[src/rtl/svm_ctrl_pkg.sv]
// Shared types and default widths for the SVM control/status bank.
package svm_ctrl_pkg;

    typedef enum logic [1:0] {
        IDLE  = 2'd0,
        START = 2'd1,
        BUSY  = 2'd2,
        DONE  = 2'd3
    } chan_state_t;

    localparam int CL_W_DEF    = 4;
    localparam int STATE_W_DEF = 4;

endpackage

[src/rtl/svm_ctrl_regbank_if.sv]
// Register-file side and core side signals of the SVM control/status bank.
interface svm_ctrl_regbank_if
    import svm_ctrl_pkg::*;
#(
    parameter int NUM_CORES = 1,
    parameter int CL_W      = CL_W_DEF,
    parameter int STATE_W   = STATE_W_DEF,
    parameter int CNT_W     = 16
);
    logic [NUM_CORES-1:0]         start_axi_i;
    logic [NUM_CORES-1:0]         done_ack_i;
    logic                         irq_en_i;
    logic [NUM_CORES-1:0]         start_svm_o;
    logic [NUM_CORES-1:0]         ready_svm_i;
    logic [NUM_CORES*CL_W-1:0]    cl_num_svm_i;
    logic [NUM_CORES*STATE_W-1:0] state_svm_i;
    logic [NUM_CORES-1:0]         ready_axi_o;
    logic [NUM_CORES-1:0]         busy_o;
    logic [NUM_CORES-1:0]         err_o;
    logic [NUM_CORES*CL_W-1:0]    cl_num_axi_o;
    logic [NUM_CORES*STATE_W-1:0] state_axi_o;
    logic [CNT_W-1:0]             done_cnt_o;
    logic                         irq_o;

    modport slave (
        input  start_axi_i, done_ack_i, irq_en_i, ready_svm_i, cl_num_svm_i, state_svm_i,
        output start_svm_o, ready_axi_o, busy_o, err_o, cl_num_axi_o, state_axi_o,
               done_cnt_o, irq_o
    );

    modport master (
        output start_axi_i, done_ack_i, irq_en_i, ready_svm_i, cl_num_svm_i, state_svm_i,
        input  start_svm_o, ready_axi_o, busy_o, err_o, cl_num_axi_o, state_axi_o,
               done_cnt_o, irq_o
    );
endinterface

[src/rtl/svm_ctrl_chan.sv]
// One core channel: start edge detect, start/ready handshake, result capture, flags.
//
// state | meaning
// IDLE  | waiting for a start request
// START | start held to the core until it drops ready, or timeout
// BUSY  | core classifying, waiting for ready to return
// DONE  | result captured, sticky done flag set until ack or new request
module svm_ctrl_chan
    import svm_ctrl_pkg::*;
#(
    parameter int CL_W    = CL_W_DEF,
    parameter int TIMEOUT = 255
) (
    input  logic            clk,
    input  logic            reset,
    input  logic            start_axi,
    input  logic            done_ack,
    input  logic            ready_svm,
    input  logic [CL_W-1:0] cl_num_svm,
    output logic            start_svm,
    output logic            busy,
    output logic            ready_axi,
    output logic            err,
    output logic [CL_W-1:0] cl_num_axi,
    output logic            done_pulse
);
    // Timer counts down the remaining START cycles; zero is the last allowed one.
    localparam int TMR_W = (TIMEOUT < 2) ? 1 : $clog2(TIMEOUT);
    localparam logic [TMR_W-1:0] TMR_LOAD = TMR_W'(TIMEOUT - 1);

    chan_state_t     state_q, state_d;
    logic            start_q;
    logic [TMR_W-1:0] tmr_q, tmr_d;
    logic            ready_q, ready_d;
    logic            err_q, err_d;
    logic [CL_W-1:0] cl_q, cl_d;
    logic            req;

    assign req = start_axi & ~start_q;

    // State, timer, flags and captured result registers.
    always_ff @(posedge clk) begin
        if (!reset) begin
            state_q <= IDLE;
            start_q <= 1'b0;
            tmr_q   <= '0;
            ready_q <= 1'b0;
            err_q   <= 1'b0;
            cl_q    <= '0;
        end else begin
            state_q <= state_d;
            start_q <= start_axi;
            tmr_q   <= tmr_d;
            ready_q <= ready_d;
            err_q   <= err_d;
            cl_q    <= cl_d;
        end
    end

    // Next state, timer and flag updates; a request while running only flags an error.
    always_comb begin
        state_d    = state_q;
        tmr_d      = tmr_q;
        ready_d    = ready_q;
        err_d      = err_q;
        cl_d       = cl_q;
        done_pulse = 1'b0;
        case (state_q)
            IDLE: begin
                if (req) begin
                    state_d = START;
                    ready_d = 1'b0;
                    err_d   = 1'b0;
                    tmr_d   = TMR_LOAD;
                end else if (done_ack) begin
                    err_d = 1'b0;
                end
            end
            START: begin
                if (done_ack) err_d = 1'b0;
                if (req)      err_d = 1'b1;
                if (!ready_svm) begin
                    state_d = BUSY;
                end else if (tmr_q == '0) begin
                    state_d = IDLE;
                    err_d   = 1'b1;
                end else begin
                    tmr_d = tmr_q - TMR_W'(1);
                end
            end
            BUSY: begin
                if (done_ack) err_d = 1'b0;
                if (req)      err_d = 1'b1;
                if (ready_svm) begin
                    state_d    = DONE;
                    cl_d       = cl_num_svm;
                    ready_d    = 1'b1;
                    done_pulse = 1'b1;
                end
            end
            DONE: begin
                if (req) begin
                    state_d = START;
                    ready_d = 1'b0;
                    err_d   = 1'b0;
                    tmr_d   = TMR_LOAD;
                end else if (done_ack) begin
                    state_d = IDLE;
                    ready_d = 1'b0;
                    err_d   = 1'b0;
                end
            end
            default: state_d = IDLE;
        endcase
    end

    assign start_svm  = (state_q == START);
    assign busy       = (state_q == START) || (state_q == BUSY);
    assign ready_axi  = ready_q;
    assign err        = err_q;
    assign cl_num_axi = cl_q;
endmodule

[src/rtl/svm_ctrl_regbank.sv]
// Control/status bank between the register file and NUM_CORES SVM cores.
module svm_ctrl_regbank
    import svm_ctrl_pkg::*;
#(
    parameter int NUM_CORES = 1,
    parameter int CL_W      = CL_W_DEF,
    parameter int STATE_W   = STATE_W_DEF,
    parameter int TIMEOUT   = 255,
    parameter int CNT_W     = 16
) (
    input logic               clk,
    input logic               reset,
    svm_ctrl_regbank_if.slave bus
);
    localparam int SUM_W = CNT_W + 3;
    localparam logic [SUM_W-1:0] CNT_MAX = {3'b000, {CNT_W{1'b1}}};

    logic [NUM_CORES-1:0]         start_svm, busy, ready_axi, err, done_pulse;
    logic [NUM_CORES*CL_W-1:0]    cl_num;
    logic [NUM_CORES*STATE_W-1:0] state_q;
    logic [CNT_W-1:0]             cnt_q;
    logic                         irq_q;
    logic [3:0]                   n_done;
    logic [SUM_W-1:0]             cnt_sum;

    for (genvar c = 0; c < NUM_CORES; c++) begin : g_chan
        svm_ctrl_chan #(
            .CL_W    (CL_W),
            .TIMEOUT (TIMEOUT)
        ) u_chan (
            .clk        (clk),
            .reset      (reset),
            .start_axi  (bus.start_axi_i[c]),
            .done_ack   (bus.done_ack_i[c]),
            .ready_svm  (bus.ready_svm_i[c]),
            .cl_num_svm (bus.cl_num_svm_i[c*CL_W +: CL_W]),
            .start_svm  (start_svm[c]),
            .busy       (busy[c]),
            .ready_axi  (ready_axi[c]),
            .err        (err[c]),
            .cl_num_axi (cl_num[c*CL_W +: CL_W]),
            .done_pulse (done_pulse[c])
        );
    end

    // Number of cores completing this cycle, widened sum ahead of the clamp.
    always_comb begin
        n_done = '0;
        for (int c = 0; c < NUM_CORES; c++) begin
            n_done = n_done + {3'b000, done_pulse[c]};
        end
        cnt_sum = {3'b000, cnt_q} + SUM_W'(n_done);
    end

    // State pass-through, saturating completion counter and registered interrupt.
    always_ff @(posedge clk) begin
        if (!reset) begin
            state_q <= '0;
            cnt_q   <= '0;
            irq_q   <= 1'b0;
        end else begin
            state_q <= bus.state_svm_i;
            cnt_q   <= (cnt_sum > CNT_MAX) ? {CNT_W{1'b1}} : cnt_sum[CNT_W-1:0];
            irq_q   <= bus.irq_en_i & (|(ready_axi | err));
        end
    end

    assign bus.start_svm_o  = start_svm;
    assign bus.busy_o       = busy;
    assign bus.ready_axi_o  = ready_axi;
    assign bus.err_o        = err;
    assign bus.cl_num_axi_o = cl_num;
    assign bus.state_axi_o  = state_q;
    assign bus.done_cnt_o   = cnt_q;
    assign bus.irq_o        = irq_q;
endmodule

[src/flat_wrapper.sv]
// flat-port wrapper written by rule: the top's interface ports become plain ports
module svm_ctrl_regbank_flat import svm_ctrl_pkg::*;
#(
    parameter int NUM_CORES = 1,
    parameter int CL_W      = CL_W_DEF,
    parameter int STATE_W   = STATE_W_DEF,
    parameter int TIMEOUT   = 255,
    parameter int CNT_W     = 16
)
  (clk, reset, bus_start_axi_i, bus_done_ack_i, bus_irq_en_i, bus_ready_svm_i, bus_cl_num_svm_i, bus_state_svm_i, bus_start_svm_o, bus_ready_axi_o, bus_busy_o, bus_err_o, bus_cl_num_axi_o, bus_state_axi_o, bus_done_cnt_o, bus_irq_o);
  svm_ctrl_regbank_if #(.NUM_CORES(NUM_CORES), .CL_W(CL_W), .STATE_W(STATE_W), .CNT_W(CNT_W)) bus_i ();
  input logic clk;
  input logic reset;
  input wire logic [$bits(bus_i.start_axi_i)-1:0] bus_start_axi_i;
  input wire logic [$bits(bus_i.done_ack_i)-1:0] bus_done_ack_i;
  input wire logic [$bits(bus_i.irq_en_i)-1:0] bus_irq_en_i;
  input wire logic [$bits(bus_i.ready_svm_i)-1:0] bus_ready_svm_i;
  input wire logic [$bits(bus_i.cl_num_svm_i)-1:0] bus_cl_num_svm_i;
  input wire logic [$bits(bus_i.state_svm_i)-1:0] bus_state_svm_i;
  output wire logic [$bits(bus_i.start_svm_o)-1:0] bus_start_svm_o;
  output wire logic [$bits(bus_i.ready_axi_o)-1:0] bus_ready_axi_o;
  output wire logic [$bits(bus_i.busy_o)-1:0] bus_busy_o;
  output wire logic [$bits(bus_i.err_o)-1:0] bus_err_o;
  output wire logic [$bits(bus_i.cl_num_axi_o)-1:0] bus_cl_num_axi_o;
  output wire logic [$bits(bus_i.state_axi_o)-1:0] bus_state_axi_o;
  output wire logic [$bits(bus_i.done_cnt_o)-1:0] bus_done_cnt_o;
  output wire logic [$bits(bus_i.irq_o)-1:0] bus_irq_o;
  assign bus_i.start_axi_i = bus_start_axi_i;
  assign bus_i.done_ack_i = bus_done_ack_i;
  assign bus_i.irq_en_i = bus_irq_en_i;
  assign bus_i.ready_svm_i = bus_ready_svm_i;
  assign bus_i.cl_num_svm_i = bus_cl_num_svm_i;
  assign bus_i.state_svm_i = bus_state_svm_i;
  assign bus_start_svm_o = bus_i.start_svm_o;
  assign bus_ready_axi_o = bus_i.ready_axi_o;
  assign bus_busy_o = bus_i.busy_o;
  assign bus_err_o = bus_i.err_o;
  assign bus_cl_num_axi_o = bus_i.cl_num_axi_o;
  assign bus_state_axi_o = bus_i.state_axi_o;
  assign bus_done_cnt_o = bus_i.done_cnt_o;
  assign bus_irq_o = bus_i.irq_o;
  svm_ctrl_regbank #(.NUM_CORES(NUM_CORES), .CL_W(CL_W), .STATE_W(STATE_W), .TIMEOUT(TIMEOUT), .CNT_W(CNT_W)) u_core (.clk(clk), .reset(reset), .bus(bus_i));
endmodule
[config.mk]
export PLATFORM = sky130hd
export DESIGN_NAME = svm_ctrl_regbank_flat
export DESIGN_NICKNAME = d
export VERILOG_FILES = /design/src/rtl/svm_ctrl_pkg.sv /design/src/rtl/svm_ctrl_regbank_if.sv /design/src/rtl/svm_ctrl_chan.sv /design/src/rtl/svm_ctrl_regbank.sv /design/src/flat_wrapper.sv
export SDC_FILE = /design/constraint.sdc
export NUM_CORES = 1
export LEC_CHECK = 0
export BUFFER_PORTS_ARGS = -buffer_cell sky130_fd_sc_hd__buf_2
export CORE_MARGIN = 2
export CORE_UTILIZATION = 35
export DETAILED_ROUTE_END_ITERATION = 10
export MAX_ROUTING_LAYER = met4
export SKIP_CTS_REPAIR_TIMING = 1
export SLEW_MARGIN = 20
export SYNTH_ARGS = -nofsm -noshare
export SYNTH_HDL_FRONTEND = slang
export SYNTH_HIERARCHICAL = 1
export SYNTH_SLANG_ARGS = --single-unit
[constraint.sdc]
create_clock -name clk -period 2.2 [get_ports clk]
set_clock_uncertainty 0.15 [all_clocks]
set_input_delay 0.11 -clock clk [delete_from_list [all_inputs] [get_ports clk]]
set_output_delay 0.11 -clock clk [all_outputs]
set_load 0.005 [all_outputs]
==> qor.csv <==
metric,value,unit
startpoint types,flop,
FP Rows,26,
CTS tree,built,
DP Wirelength,3070,um
Slowest Stage Delay on Critical Path,0.37,ns
syn nets,227,
Syn Std Cell Area,1880,um2
CP Cell Sequence,inv_1 > ha_2 > nand2_1 > inv_2 > ha_4 > nand4_2 > or3_4 > o311a_1,
Yosys Warn Count,6,
Max Clk Rate,483,MHz
CTS max path bufs,2,
Tcrit/Tclk final,94.0,%
dpl ws,0.0556,ns
CP endpoint kind,flop,
Synth-to-Final Area Change,32.9,%
diode count,0,
"Max FO, Critical Path",6,
Antenna Violating Nets Remaining,0,
Final WS setup,0.131,ns
final setup vio count,0,
Pwr per Cell Area,791,nW/um2
FILL cells,526,
peak supply drop,0.000366,V
Metal-1 WL,2270,um
Syn Inst Count,203,
Hold WS,0.0293,ns
Max Cap Viol,0,
Top Metal Used,met4,
placer congestion estimate,0.808,
H-tree depth,2,
"Avg Cell Area, Syn",9.25,um2
Vias per Instance,4.96,
Sum Neg Setup Slack,0,ns
Leakage,0.00109,uW
layout cell share with drive strength beyond 1,30.6,%
Layout Nets,294,
total number of vias,1693,
slew margin rel.,70.8,%
Total GRT Usage,15.6,%
vias in the first global route,1485,
Clock transition at path regs,0.08,ns
Port Buffer Count,42,
final wirelength,4390,um
Util after Layout,48.5,%
Detailed Route Iter0 Violations,59,
Total Power,1970,uW
cts bufs inserted,5,
Synth Register Bits,38,
DRT Pass-1 Iters,4,
Hold Crit Class,input pin to flop,
clk sink count,38,
"Req. time, crit path",2.23,ns
crit path DAT,2.10,ns
largest net degree at the start of global routing,21,
Crit-path slowest cell,or3_4,
Main synth FF type,dfxtp_1,
Die Ht,77.2,um
routed wl met3,175,um
full die area,5960,um2
# IOs,43,
Initial Util,36.5,%
WHS Path Cells,3,
Clk Tree Root Cell,clkbuf_8,
critical path class,flop to flop,
endpoints failing hold,0,
grt ovf,0,
"Async S/R FF share, synth",0,%
Post-synth EDFFs,0,
Worst-Skew Late Latency,0.29,ns
met2 WL,1880,um
worst r2r path cells,8,
sequential share of the synthesized area,40.5,%
Worst-Margin Slew,0.437,ns
Pins Over Slew Limit,0,
Core Box Area,5140,um2
WL/cell,12.9,um
Tmin final,2.07,ns
first-pass GRT wire length,7230,um
initial antenna violation count,0,
die width,77.2,um
drc violations,0,
post-synth cell types,57,
status,finished clean,
Yosys cell counts (2+ instances only):
| cell type | instances | area (um2) |
|---|---|---|
| nand2_1 | 22 | 82.6 |
| dfxtp_1 | 38 | 761 |
| o21a_1 | 2 | 15.0 |
| nor2_1 | 8 | 30.0 |
| nor2b_1 | 4 | 25.0 |
| nor4_1 | 2 | 12.5 |
| and2_1 | 5 | 31.3 |
| inv_1 | 9 | 33.8 |
| nand4_4 | 2 | 42.5 |
| a31o_2 | 3 | 26.3 |
| ha_1 | 10 | 125 |
| o41ai_1 | 2 | 17.5 |
| nor3_1 | 4 | 20.0 |
| clkbuf_1 | 4 | 15.0 |
| nand2b_1 | 2 | 12.5 |
| and3_1 | 3 | 18.8 |
| nand3b_1 | 3 | 22.5 |
| nand4_1 | 4 | 25.0 |
| xor2_1 | 4 | 35.0 |
| o21ai_0 | 9 | 45.0 |
| nand3_1 | 5 | 25.0 |
| nor3b_1 | 3 | 22.5 |
| xnor2_1 | 5 | 43.8 |
| a21oi_1 | 17 | 85.1 |
placed cells by master, fill, tap and decap left out, types with 2 or more instances in the layout:
master         synthesis  final
buf_4                  0     11
a31o_2                 3      3
ha_2                   0      2
ha_1                  10      7
a21oi_1               17     17
o41ai_1                2      2
buf_2                  0     42
nor3_1                 4      2
nand4_1                4      4
nand3b_1               3      3
nor2_1                 8      8
nand2_1               22     22
clkbuf_8               0      5
clkbuf_1               4      2
and2_1                 5      5
nand3_1                5      5
nor3b_1                3      3
o21a_1                 2      2
and3_1                 3      3
xnor2_1                5      5
dfxtp_1               38     37
xor2_1                 4      4
nor2b_1                4      4
nand2b_1               2      2
o21ai_0                9      9
nand4_4                2      2
dlygate4sd3_1          0     11
inv_1                  9      8
nor3_2                 0      2
cell families (layout without fill, tap and decap cells):
kind of cell               Yosys count  in the layout  share of synthesized area (%)
and+or+nand+nor                     78             78                           25.7
DFF                                 38             38                           40.5
muxes                                1              1                          0.533
AOI/OAI and AO/OA                   53             53                           19.5
xor gates and xnor gates             9              9                           4.20
adders and majority gates           10             10                           6.67
buffers and inverters               14             82                           2.80
critical path: cells and delay by family, from the launching register on:
family          cells  cell delay [ns]
flops               1             0.31
compound gates      1             0.35
simple gates        3             0.58
buf+inv             2             0.19
fa+ha+maj           2             0.38
sequential cells by signal, indices dropped and copies added (netlist names), named ones only:
name	count
u_core/bus.done_cnt_o	16
u_core/g_chan.u_chan/tmr_q	8
u_core/bus.state_axi_o	4
u_core/g_chan.u_chan/cl_num_axi	4
u_core/bus.irq_o	1
u_core/g_chan.u_chan/err	1
u_core/g_chan.u_chan/ready_axi	1
u_core/g_chan.u_chan/start_q	1
u_core/g_chan.u_chan/state_q	1
worst paths after layout:
kind	startpoint	endpoint	slack, ns
max reg2reg	u_core/g_chan[0].u_chan/state_q[0]	u_core/bus.done_cnt_o[15]	0.13
min	bus_ready_svm_i	u_core/g_chan[0].u_chan/err	0.03
min reg2reg	u_core/g_chan[0].u_chan/cl_num_axi[0]	u_core/g_chan[0].u_chan/cl_num_axi[0]	0.32
max	u_core/g_chan[0].u_chan/state_q[0]	u_core/bus.done_cnt_o[15]	0.13
per-layer routing:
layer,track usage [%],vias up
met1,20.7,784
met4,6.07,0
met3,4.24,4
met5,-,-
met2,22.5,36
li1,-,869
where the power goes:
group,internal [uW],switching (uW)
Combinational,265,287
Sequential,762,78.7
Clock,339,241
through the flow:
| step | cells | area (um2) |
|---|---|---|
| 6_report | 341 | 2490 |
| 5_1_grt | 341 | 2490 |
| 2_1_floorplan | 203 | 1880 |
| 3_5_place_dp | 320 | 2230 |
| 4_1_cts | 328 | 2340 |
| 3_3_place_gp | 320 | 2230 |
cell type report:
cell class	instances	area (um2)	area share (%)
repair buffers	64	403	16.2
clock inverters	1	30.0	1.20
multi-input cells	151	1100	44.0
clock buffers	7	76.3	3.06
flip-flops and latches	38	762	30.6
inverters	10	37.5	1.51
well taps	70	87.6	3.51
Note: power is estimated with default switching activity, not from simulation.
